### src/rtl/freq_count_latch.sv
// freq_count_latch: gated BCD pulse counter with a capture register.
// Counts rising edges of an asynchronous signal while enabled, clears on an
// active-low request, and snapshots the running count for the display stage
// on each rising edge of the latch control. All control inputs come from a
// slower control-clock domain and are resynchronised to clk here.
module freq_count_latch #(
  parameter int DIGITS      = 4,
  parameter int SYNC_STAGES = 2
) (
  input  logic                  clk,
  input  logic                  rst_n,
  input  logic                  sigIn,
  input  logic                  enable,
  input  logic                  clear,
  input  logic                  latch,
  output logic [4*DIGITS-1:0]   countOut,
  output logic                  overflowOut,
  output logic                  dataValid
);

  localparam int CW = 4 * DIGITS;

  // Synchroniser chains; the last stage of each chain is the usable signal.
  logic [SYNC_STAGES-1:0] r_sigSync;
  logic [SYNC_STAGES-1:0] r_enSync;
  logic [SYNC_STAGES-1:0] r_clrSync;
  logic [SYNC_STAGES-1:0] r_latSync;

  // Previous values of the synchronised signal and latch for edge detection.
  logic r_sigPrev;
  logic r_latPrev;

  // Running BCD count and sticky overflow flag.
  logic [CW-1:0] r_count;
  logic          r_overflow;

  // Held output registers feeding the display stage.
  logic [CW-1:0] r_countOut;
  logic          r_overflowOut;
  logic          r_dataValid;

  // Synchronised controls and derived strobes.
  logic w_sigS;
  logic w_enS;
  logic w_clrS;
  logic w_latS;
  logic w_sigRise;
  logic w_latRise;
  logic w_countStep;

  // Next BCD value and the all-nines indication that signals a wrap.
  logic [CW-1:0] w_countInc;
  logic          w_allNines;

  assign w_sigS = r_sigSync[SYNC_STAGES-1];
  assign w_enS  = r_enSync[SYNC_STAGES-1];
  assign w_clrS = r_clrSync[SYNC_STAGES-1];
  assign w_latS = r_latSync[SYNC_STAGES-1];

  assign w_sigRise   = w_sigS & ~r_sigPrev;
  assign w_latRise   = w_latS & ~r_latPrev;
  assign w_countStep = w_enS & w_sigRise;

  // Input synchronisers; clear and latch rest at 1 so that leaving reset
  // never looks like a clear request or a latch rising edge.
  always_ff @(posedge clk or negedge rst_n) begin
    if (!rst_n) begin
      r_sigSync <= '0;
      r_enSync  <= '0;
      r_clrSync <= '1;
      r_latSync <= '1;
    end else begin
      r_sigSync <= {r_sigSync[SYNC_STAGES-2:0], sigIn};
      r_enSync  <= {r_enSync[SYNC_STAGES-2:0], enable};
      r_clrSync <= {r_clrSync[SYNC_STAGES-2:0], clear};
      r_latSync <= {r_latSync[SYNC_STAGES-2:0], latch};
    end
  end

  // Edge-detect history for the signal under test and the latch control.
  always_ff @(posedge clk or negedge rst_n) begin
    if (!rst_n) begin
      r_sigPrev <= 1'b0;
      r_latPrev <= 1'b1;
    end else begin
      r_sigPrev <= w_sigS;
      r_latPrev <= w_latS;
    end
  end

  // Ripple BCD increment: a digit advances only when all lower digits are 9.
  always_comb begin
    logic carry;
    w_countInc = r_count;
    carry      = 1'b1;
    for (int d = 0; d < DIGITS; d++) begin
      if (carry) begin
        if (r_count[4*d +: 4] >= 4'd9) begin
          w_countInc[4*d +: 4] = 4'd0;
        end else begin
          w_countInc[4*d +: 4] = r_count[4*d +: 4] + 4'd1;
          carry                = 1'b0;
        end
      end
    end
    w_allNines = carry;
  end

  // Counter update: clear wins over counting, and a wrap from all nines
  // sets the sticky overflow flag which only a clear removes.
  always_ff @(posedge clk or negedge rst_n) begin
    if (!rst_n) begin
      r_count    <= '0;
      r_overflow <= 1'b0;
    end else if (!w_clrS) begin
      r_count    <= '0;
      r_overflow <= 1'b0;
    end else if (w_countStep) begin
      r_count <= w_countInc;
      if (w_allNines) begin
        r_overflow <= 1'b1;
      end
    end
  end

  // Capture the pre-update count on a latch rising edge and pulse dataValid.
  always_ff @(posedge clk or negedge rst_n) begin
    if (!rst_n) begin
      r_countOut    <= '0;
      r_overflowOut <= 1'b0;
      r_dataValid   <= 1'b0;
    end else begin
      r_dataValid <= w_latRise;
      if (w_latRise) begin
        r_countOut    <= r_count;
        r_overflowOut <= r_overflow;
      end
    end
  end

  assign countOut    = r_countOut;
  assign overflowOut = r_overflowOut;
  assign dataValid   = r_dataValid;

endmodule

### config.mk
export PLATFORM = sky130hd
export DESIGN_NAME = freq_count_latch
export DESIGN_NICKNAME = d
export VERILOG_FILES = /design/src/rtl/freq_count_latch.sv
export SDC_FILE = /design/constraint.sdc
export NUM_CORES = 1
export LEC_CHECK = 0
export BUFFER_PORTS_ARGS = -buffer_cell sky130_fd_sc_hd__buf_2
export CORE_MARGIN = 2
export CORE_UTILIZATION = 40
export DETAILED_ROUTE_END_ITERATION = 16
export PLACE_DENSITY = 0.57
export SLEW_MARGIN = 0
export SYNTH_ARGS = -nofsm -noshare
export SYNTH_HDL_FRONTEND = slang
export SYNTH_SLANG_ARGS = --single-unit
### constraint.sdc
create_clock -name clk -period 3.3 [get_ports clk]
set_clock_uncertainty 0.1 [all_clocks]
set_input_delay 0.66 -clock clk [delete_from_list [all_inputs] [get_ports clk]]
set_output_delay 0.66 -clock clk [all_outputs]
set_load 0.02 [all_outputs]
---- Word level (Yosys, flattened, before mapping) ----
Cells that the tools add are included.
operators by class
  bitwise operators ....................... 5
  reductions and logical operators ........ 4
  eq/ne operators ......................... 5
  multiplexer cells ....................... 19
  magnitude comparators ................... 4
  add/subtract/negate cells ............... 4
operator list
  kind                                                                      number
  16-bit two-way mux                                                        2
  4-bit two-way mux                                                         7
  4-bit by 1-bit adder with 4-bit output (second input constant)            4
  4-bit >= comparator (second input constant)                               4
  1-bit two-way mux                                                         10
  2-bit by 1-bit inequality test with 1-bit output (second input constant)  5
  2-bit AND reduction                                                       4
  1-bit AND                                                                 3
  1-bit NOT                                                                 2
storage, ports and cells
  output and inout port bits .............. 18
  input bits .............................. 6
  bits in registers ....................... 45
  word-level logic and storage cells ...... 55

---- Logic depth before layout (Yosys ltp) ----
Gate-level depths: netlist of run 1.
  depth after elaboration ................. 8
  depth in mapped cells ................... 6
  mapped depth without buffers ............ 6

---- Worst setup path before layout of run 1 ----
Ideal clock, no wire load.
  path kind ............................... reg-to-reg
  start ................................... reg r_count[0]
  end ..................................... reg r_count[13]
  buffers on the path ..................... 0
  period minus slack after synthesis ...... 1.821 ns
  setup time .............................. 0.077 ns
  cell stages (with the launch flop) ...... 7
  slack ................................... 1.479 ns
  data arrival time ....................... 1.643 ns
  data required time ...................... 3.123 ns
  cells stage by stage .................... dfrtp_1 -> inv_1 -> ha_1 -> or3b_4 -> nand4_4 -> or4b_1 -> a21oi_1
on the way
  cells in the longest elaborated chain, start to end .. 6
RTL lines
  item                                                               line  source
  start, declared                                                    34    logic [CW-1:0] r_count;
  start signal, assigned                                             119   r_count <= w_countInc;
  4-bit >= comparator                                                98    if (r_count[4*d +: 4] >= 4'd9) begin
  1-bit two-way mux                                                  98
  1-bit two-way mux (2 in series)                                    97    if (carry) begin
  2-bit by 1-bit inequality test with 1-bit output (no source line)  --
  2-bit AND reduction (no source line)                               --
No other way between the ends.
A chain may end at the register's enable or synchronous reset.

---- Worst setup path in the final report of run 1 ----
Ends and elaborated chain as after synthesis.

==> flow_metrics.py, run 1 <==
metrics = {
    "clocking": {
        "cts_resized": 0,
        "cts_sinks": 45,
        "post_cts_buffers": 0,
        "root_buffer": "clkbuf_8",
        "clk_latency_ns": 0.29,
        "clk_path_buf_depth": 2,
        "cts_tree": "yes",
        "htree_levels": 2,
        "numCtsBuffers": 5,
        "clk_pin_slew_ns": 0.08,
        "holdBufCountCts": 0,
    },
    "floorplan": {
        "core_area_mm2": 0.00475,
        "die_w_um": 74.5,
        "rows": 25,
        "die_h_um": 74.5,
        "die_area_mm2": 0.00555,
        "io_pins": 24,
        "start_util": 0.418,
    },
    "grt": {
        "grt_max_degree": 46,
        "grt_overflow": 0,
        "track_usage": 0.135,
        "antenna_found_initial": 0,
        "grt_pass1_vias": 1303,
        "grt_pass1_wl_um": 5670,
    },
    "timing": {
        "worst_slew_pin_slew_ns": 0.965,
        "timing.fmax_mhz": 508,
        "slew_headroom": 0.357,
        "hold_viol": 0,
        "final.period_utilization": 0.596,
        "setup_viol": 0,
        "drv_slew": 0,
        "rsz0062_at_grt": "false",
        "period_needed_ns": 1.97,
        "tns_ns": 0,
    },
    "route": {
        "post-route-drc-count": 0,
        "wl_per_cell_um": 12.8,
        "ant_nets": 0,
        "vias": 1307,
        "first_pass_iters": 4,
        "drt_wl_total_um": 3390,
        "drt_iter0_drc": 58,
        "via_per_inst": 4.95,
    },
    "worst_setup_path": {
        "crit_chain": "inv_1, ha_1, or3b_4, nand4_4, or4b_1, a21oi_1",
        "crit_buf_inv": 1,
        "cp-start-kind": "flip-flop",
        "crit_fanout": 8,
        "crit_type": "reg2reg",
        "end_kind": "flip-flop",
        "crit_path_top_delay_cell": "or4b_1",
        "cp_top_family": "simple AND/OR/NAND/NOR gates",
        "cp.arrival_ns": 2.09,
        "reg2reg_from": "r_count[0]",
        "crit_start": "r_count[0]",
        "slowest_delay_ns": 0.53,
        "worstPathRequired_ns": 3.42,
    },
    "yosys": {
        "synth_warnings": 0,
        "synthDistinctLibCells": 36,
        "syn_avg_cell_area_um2": 11.8,
        "synth_top_area_share": 0.503,
        "yosysTopAreaCell": "dfrtp_1",
        "synth_async_sr_flop_share": 1.00,
        "synthCells": 168,
        "synth-edff-count": 0,
        "ys_seq_area_frac": 0.570,
        "synth_area_mm2": 0.00199,
        "ys.flop_type": "dfrtp_1",
        "ys_seq_elements": 45,
        "synth_area_leaders": "dfrtp_1 50%, ha_1 7.6%, dfstp_2 6.6%",
        "synthesis.nets": 186,
    },
    "power_and_ir_drop": {
        "p_clk_frac": 0.324,
        "p_int_uw": 793,
        "p_leak_nw": 1.09,
        "ir_drop_mv": 0.202,
        "power_density_mw_per_mm2": 465,
        "pwr-share-comb": 0.110,
        "p_switching_uw": 264,
        "seq_power_share": 0.566,
        "switching_share": 0.250,
    },
    "placed_design": {
        "hpwl_um": 2430,
        "routabilityCongestion": 0.760,
        "port_buffers": 23,
    },
    "final_layout": {
        "n_antenna_cell": 0,
        "fill_cells": 468,
        "final_util": 0.478,
        "drive_gt1_frac": 0.264,
        "syn_to_final_growth_pct": 14.3,
        "layout_common_cells": "40 x dfrtp_1, 23 x buf_2, 18 x o21ai_0",
        "nets": 214,
        "final_common_cell": "dfrtp_1",
    },
    "worst_hold_path": {
        "hp-class": "reg2reg",
        "hold_start": "r_enSync[0]",
    },
    "status": {
        "status": "completed",
    },
    "job": {
        "maxCapViolCount": 0,
    },
}
-- synth_stat cells (2+ instances only) --
cell	instances
o22ai_1	2
nand2b_1	2
nand2_1	14
a21oi_1	9
dfrtp_1	40
dfstp_2	5
nor3_1	2
o31ai_4	2
inv_1	16
clkbuf_1	3
ha_1	12
nand3b_1	2
o21ai_0	18
a21boi_0	3
mux2i_1	3
mux2_2	6
or4b_1	2
nor2_1	3
or3b_4	2
nand3_1	6
-- metal layers --
metal | global-route usage | share of wire | vias to the layer above
met4 | 0.0516 | 0.0080 | 0
li1 | - | - | 642
met1 | 0.166 | 0.48 | 646
met2 | 0.223 | 0.49 | 15
met3 | 0.0434 | 0.022 | 4
met5 | 0 | 0 | -
-- final timing paths --
check	to	slack [ns]	depth (start not counted)
worst min-delay path	r_enSync[1]	0.25	0
max in group asynchronous	dataValid	2.07	1
worst max register to register	r_count[13]	1.33	6
worst max-delay path	r_count[13]	1.33	6
min in group asynchronous	countOut[14]	0.41	1
worst min register to register	r_enSync[1]	0.25	0
-- registers in the layout, summed over array words and instances (netlist names) --
name,cells
countOut,16
dataValid,1
overflowOut,1
r_clrSync,2
r_count,16
r_enSync,2
r_latPrev,1
r_latSync,2
r_overflow,1
r_sigPrev,1
r_sigSync,2
-- through the flow --
step | setup slack [ns] | instance area [µm²] | cells | hold WS (ns) | total power [mW]
after detailed placement | 1.34 | 2180 | 256 | 0.240 | 0.727
after global placement | 1.44 | 2180 | 256 | 0.232 | 0.721
after floorplan | 1.48 | 1990 | 168 | 0.231 | 0.682
final | 1.33 | 2270 | 264 | 0.253 | 1.06
after global routing | 1.22 | 2270 | 264 | 0.267 | 1.11
after CTS | 1.32 | 2270 | 264 | 0.257 | 1.07
-- area by class of cell --
type	count	area [µm²]	share of cell area
tap	67	83.8	0.0369
sequential	45	1130	0.498
clock buffer	8	90.1	0.0396
timing repair buffer	24	123	0.0539
multi-input combinational	103	781	0.343
inverter	17	63.8	0.0281
-- power groups by stage --
stage	Sequential (mW)	Combinational (mW)	Clock (mW)
floorplan	0.621	0.0608	0
global placement	0.607	0.113	0
detailed placement	0.609	0.118	0
CTS	0.598	0.119	0.358
global route	0.602	0.131	0.377
finish	0.598	0.116	0.342
-- logic make-up (layout without fill, tap and decap cells) --
family	count (synthesis)	after routing	share of synthesized area
buffers and inverters	20	49	0.0378
adder cells (fa/ha/maj)	12	12	0.0755
AO/OA/AOI/OAI	41	41	0.141
multiplexers	9	9	0.0491
flip-flops	45	45	0.570
AND/OR/NAND/NOR	41	41	0.127
No activity file was read; power rests on OpenSTA's default activity.
==> run 2: changes to the inputs <==
ABC_AREA = 1   (was unset)
PLACE_DENSITY = 0.59   (was 0.57)
clock period = 1.6 ns   (was 3.3 ns; I/O delays follow)
==> run 2 against run 1 <==
  * Critical path depth rose by 3
  * Sequential cell count unchanged
  * Wire length up 4.4%
  * Final area increased by 5.8%
  * Via count grew 11%
  * Clock power increased by 94%
  * First-iteration DRC count grew 1.7%
  * Synthesized cell count grew 24%
  * Area after synthesis increased by 3.2%
  * Largest power group unchanged
==> flow_metrics.py, run 2 <==
metrics = {
    "yosys": {
        "synthDistinctLibCells": 25,
        "synth_area_mm2": 0.00205,
        "synth_warnings": 0,
        "synth-edff-count": 0,
        "ys.flop_type": "dfrtp_1",
        "synthesis.nets": 227,
        "synth_async_sr_flop_share": 1.00,
        "syn_avg_cell_area_um2": 9.82,
        "synth_top_area_share": 0.488,
        "yosysMostFrequentCell": "nand2_1",
        "yosysTopAreaCell": "dfrtp_1",
        "synthCells": 209,
        "ys_seq_elements": 45,
        "synth_area_leaders": "dfrtp_1 49%, nand2_1 8.6%, ha_1 7.3%",
        "synthTopCellsByCount": "47 x nand2_1, 40 x dfrtp_1, 26 x o21ai_1",
        "ys_seq_area_frac": 0.552,
    },
    "worst_setup_path": {
        "crit_fanout": 6,
        "crit_buf_inv": 2,
        "crit_path_top_delay_cell": "dfrtp_2",
        "crit_type": "reg2reg",
        "reg2regPathDepth": 9,
        "crit_chain": "buf_4, ha_1, inv_1, nand3_1, nand2_4, nor2_8, nand2_4, nand3_1, nand2_1",
        "cp.arrival_ns": 1.62,
        "crit_start": "r_count[8]",
        "path_depth": 9,
        "slowest_delay_ns": 0.45,
        "cp_top_family": "simple AND/OR/NAND/NOR gates",
        "cp-start-kind": "flip-flop",
        "end_kind": "flip-flop",
        "r2r_end": "r_count[13]",
        "worstPathRequired_ns": 1.73,
        "ff2ff_setup_slack_ns": 0.11,
        "reg2reg_from": "r_count[8]",
    },
    "final_layout": {
        "layout_common_cells": "47 x nand2_1, 38 x dfrtp_1, 26 x o21ai_1",
        "final_util": 0.477,
        "nets": 260,
        "drive_gt1_frac": 0.259,
        "n_antenna_cell": 0,
        "final_cells": 313,
        "fin_area_mm2": 0.00240,
        "final_common_cell": "nand2_1",
        "syn_to_final_growth_pct": 17.2,
    },
    "status": {
        "status": "completed",
    },
    "placed_design": {
        "routabilityCongestion": 0.826,
        "place_inst": 301,
        "port_buffers": 23,
        "dpl_cell_area_mm2": 0.00228,
        "hpwl_um": 2410,
    },
    "clocking": {
        "clk_path_buf_depth": 2,
        "clk_latency_ns": 0.29,
        "root_buffer": "clkbuf_8",
        "cts_sinks": 45,
        "clk_pin_slew_ns": 0.08,
        "cts_tree": "yes",
        "htree_levels": 2,
        "numCtsBuffers": 5,
    },
    "route": {
        "via_per_inst": 4.63,
        "drt_iter0_drc": 59,
        "post-route-drc-count": 0,
        "first_pass_iters": 4,
        "ant_nets": 0,
        "wl_per_cell_um": 11.3,
        "drt_wl_total_um": 3540,
        "vias": 1450,
    },
    "floorplan": {
        "io_pins": 24,
        "die_w_um": 75.6,
        "rows": 26,
        "core_area_mm2": 0.00504,
        "start_util": 0.407,
        "die_h_um": 75.6,
        "die_area_mm2": 0.00572,
    },
    "timing": {
        "drv_slew": 0,
        "setup_viol": 0,
        "final.period_utilization": 0.929,
        "tns_ns": 0,
        "period_needed_ns": 1.49,
        "slew_headroom": 0.662,
        "worst_slew_pin_slew_ns": 0.507,
        "timing.fmax_mhz": 673,
        "rsz0062_at_grt": "false",
        "hold_viol": 0,
    },
    "power_and_ir_drop": {
        "ir_drop_mv": 0.595,
        "power_mw": 2.40,
        "power_density_mw_per_mm2": 1000,
        "p_leak_nw": 1.27,
    },
    "worst_hold_path": {
        "hp-class": "in2reg",
        "hold_depth": 1,
        "hold_start": "latch",
        "holdPathEnd": "r_latSync[0]",
    },
    "grt": {
        "track_usage": 0.136,
        "grt_pass1_wl_um": 5930,
        "grt_max_degree": 32,
        "grt_pass1_vias": 1263,
        "grt_overflow": 0,
        "antenna_found_initial": 0,
    },
    "job": {
        "maxCapViolCount": 0,
    },
}
==> run 2: cell count changes after synthesis, sizes merged, moves of 4 or more <==
cell   change
nand2     +42
mux2       -6
inv        +6
nand4      +9
nor2       +5
o21ai      +8
a21oi      -7
buf        +4
nand3     +11
==> run 2: per-layer routing <==
| metal | vias to the layer above | wire [µm] | track usage |
|---|---|---|---|
| met4 | 0 | 17 | 0.0409 |
| met5 | - | 0 | 0 |
| met3 | 2 | 149 | 0.0370 |
| li1 | 738 | - | - |
| met1 | 677 | 1790 | 0.199 |
| met2 | 33 | 1590 | 0.197 |
==> run 2: layout make-up <==
| type | count | area (µm²) |
|---|---|---|
| Clock buffer | 6 | 72.6 |
| Clock inverter | 2 | 10.0 |
| Fill cell | 468 | 2640 |
| Inverter | 24 | 92.6 |
| Multi-Input combinational cell | 135 | 805 |
| Sequential cell | 45 | 1130 |
| Tap cell | 70 | 87.6 |
| Timing Repair Buffer | 31 | 203 |
==> run 2: worst max path at each step <==
stage	to	slack, ns
3_5_place_dp	r_count[13]	0.07
5_1_grt	r_count[12]	0.008
6_report	r_count[13]	0.11
4_1_cts	r_count[13]	0.04
3_3_place_gp	r_count[12]	0.08
2_1_floorplan	r_count[12]	0.22
==> run 2: cell families (layout without fill, tap and decap cells) <==
kind of cell	Yosys count	after routing	share of synthesized area
flip-flops	45	45	0.552
AO/OA/AOI/OAI	28	28	0.0683
buffers and inverters	29	63	0.0610
AND/OR/NAND/NOR	92	92	0.233
adder cells (fa/ha/maj)	12	12	0.0732
XOR/XNOR	3	3	0.0128
==> run 2: report_power, final <==
| part | switching, mW | internal, mW |
|---|---|---|
| sequential | 0.0730 | 1.24 |
| combinational | 0.265 | 0.167 |
| clock | 0.361 | 0.303 |
| total | 0.699 | 1.70 |
==> run 2: what timing repair did <==
| action | in CTS | in global routing |
|---|---|---|
| setup buffers | 0 | 3 |
| endpoints found under the hold margin | 11 | 0 |
| gates resized for setup | 0 | 5 |
| setup endpoints to repair | 0 | 14 |
| hold buffers | 1 | 0 |
==> run 2: per-stage QoR <==
stage               setup slack (ns)  hold WS [ns]
finish                         0.113        0.0220
global route                 0.00794       0.00434
CTS                           0.0440       0.00859
detailed placement            0.0660         0.157
global placement              0.0829         0.155
floorplan                      0.224       -0.0756
==> run 3: changes to the inputs <==
CELL_PAD_IN_SITES_DETAIL_PLACEMENT = 1   (was unset)
CELL_PAD_IN_SITES_GLOBAL_PLACEMENT = 1   (was unset)
PLACE_DENSITY = 0.73   (was 0.59)
SKIP_LAST_GASP = 1   (was unset)
==> run 3 against run 2 <==
  * First-iteration DRC count is 36% lower
  * Via count is 7.2% higher
  * Worst hold slack worse by 0.010 ns
  * Clock power is 33% higher
==> flow_metrics.py, run 3 (synthesis gave the netlist of run 2 again) <==
metrics = {
    "worst_setup_path": {
        "worstPathRequired_ns": 1.69,
        "crit_top_cell": "nand2_4",
        "cp-start-kind": "flip-flop",
        "cp_top_family": "simple AND/OR/NAND/NOR gates",
        "cp.arrival_ns": 1.59,
        "crit_chain": "inv_2, ha_1, nand3_1, nand2_4, nor2_8, nand2_4, nand3_2, nand2_1",
        "end_kind": "flip-flop",
        "slowest_delay_ns": 0.42,
        "crit_buf_inv": 1,
        "crit_type": "reg2reg",
        "crit_path_top_delay_cell": "dfrtp_1",
        "crit_fanout": 6,
    },
    "timing": {
        "drv_slew": 0,
        "worst_slew_pin_slew_ns": 0.509,
        "period_needed_ns": 1.50,
        "setup_viol": 0,
        "final.period_utilization": 0.937,
        "hold_viol": 0,
        "slew_headroom": 0.660,
        "setup_ws_ns": 0.101,
        "timing.fmax_mhz": 667,
        "rsz0062_at_grt": "true",
    },
    "grt": {
        "grt_pass1_wl_um": 6980,
        "track_usage": 0.163,
        "grt_max_degree": 46,
        "grt_overflow": 0,
        "antenna_found_initial": 0,
        "grt_pass1_vias": 1473,
    },
    "floorplan": {
        "die_area_mm2": 0.00572,
        "core_area_mm2": 0.00504,
        "rows": 26,
        "die_h_um": 75.6,
        "start_util": 0.407,
        "io_pins": 24,
        "die_w_um": 75.6,
    },
    "final_layout": {
        "final_common_cell": "nand2_1",
        "syn_to_final_growth_pct": 23.7,
        "final_cells": 323,
        "final_util": 0.503,
        "drive_gt1_frac": 0.332,
        "n_antenna_cell": 0,
        "layout_common_cells": "46 x nand2_1, 37 x dfrtp_1, 26 x o21ai_1",
        "nets": 270,
    },
    "clocking": {
        "htree_levels": 2,
        "cts_sinks": 45,
        "clk_latency_ns": 0.30,
        "cts_tree": "yes",
        "clk_pin_slew_ns": 0.08,
        "clk_path_buf_depth": 2,
        "root_buffer": "clkbuf_8",
        "numCtsBuffers": 5,
    },
    "status": {
        "status": "completed",
    },
    "placed_design": {
        "place_ws_ns": 0.0219,
        "port_buffers": 23,
        "hpwl_um": 2980,
        "routabilityCongestion": 0.755,
        "place_inst": 305,
    },
    "power_and_ir_drop": {
        "power_density_mw_per_mm2": 1060,
        "p_leak_nw": 1.32,
        "ir_drop_mv": 0.485,
    },
    "job": {
        "maxCapViolCount": 0,
    },
    "route": {
        "ant_nets": 0,
        "post-route-drc-count": 0,
        "vias": 1554,
        "drt_wl_total_um": 4430,
        "first_pass_iters": 4,
        "wl_per_cell_um": 13.7,
        "via_per_inst": 4.81,
        "drt_iter0_drc": 38,
    },
    "worst_hold_path": {
        "hp-class": "in2reg",
    },
}
[run 3: through the flow]
step	power, mW	cell area (µm²)	hold slack (ns)	TNS [ns]
6_report	2.69	2540	0.0118	0
3_3_place_gp	1.75	2290	0.221	0
5_1_grt	2.84	2540	0.00722	-0.0539
4_1_cts	2.68	2430	0.00366	0
2_1_floorplan	1.60	2050	-0.0756	0
3_5_place_dp	1.77	2290	0.219	0
[run 3: power breakdown]
part / internal, mW / switching, mW / leakage, nW
Combinational: 0.199 / 0.299 / 0.680
Clock: 0.508 / 0.377 / 0.0574
Sequential: 1.24 / 0.0732 / 0.583
[run 3: layout make-up]
type | instances | area [µm²]
clock buffers | 6 | 82.6
well taps | 70 | 87.6
flip-flops and latches | 45 | 1140
repair buffers | 40 | 258
multi-input cells | 136 | 843
clock inverters | 2 | 37.5
inverters | 24 | 92.6
fillers | 580 | 2500
[run 3: metal layers]
layer	track usage	vias up	wire length (µm)
met5	0	-	0
li1	-	766	-
met4	0.0526	0	40
met3	0.0357	4	125
met2	0.271	26	2280
met1	0.214	758	1980
[run 3: path summary, 6_finish.rpt]
check,from,end,slack (ns),cells past startpoint
worst max-delay path,r_count[8],r_count[14],0.10,8
worst min-delay path,clear,r_clrSync[0],0.01,1
worst max register to register,r_count[8],r_count[14],0.10,8
worst min register to register,r_sigSync[0],r_sigSync[1],0.25,0
max in group asynchronous,rst_n,r_clrSync[0],0.69,3
min in group asynchronous,rst_n,r_count[10],0.43,3
[run 3: repair_timing]
action                                  in CTS  in global routing
pin swaps                                    0                  8
setup buffers                                1                  7
hold endpoints to repair                    40                  0
hold buffers                                 1                  0
resized for setup                            0                 16
endpoints found under the setup margin       1                 13
cloned                                       0                  1
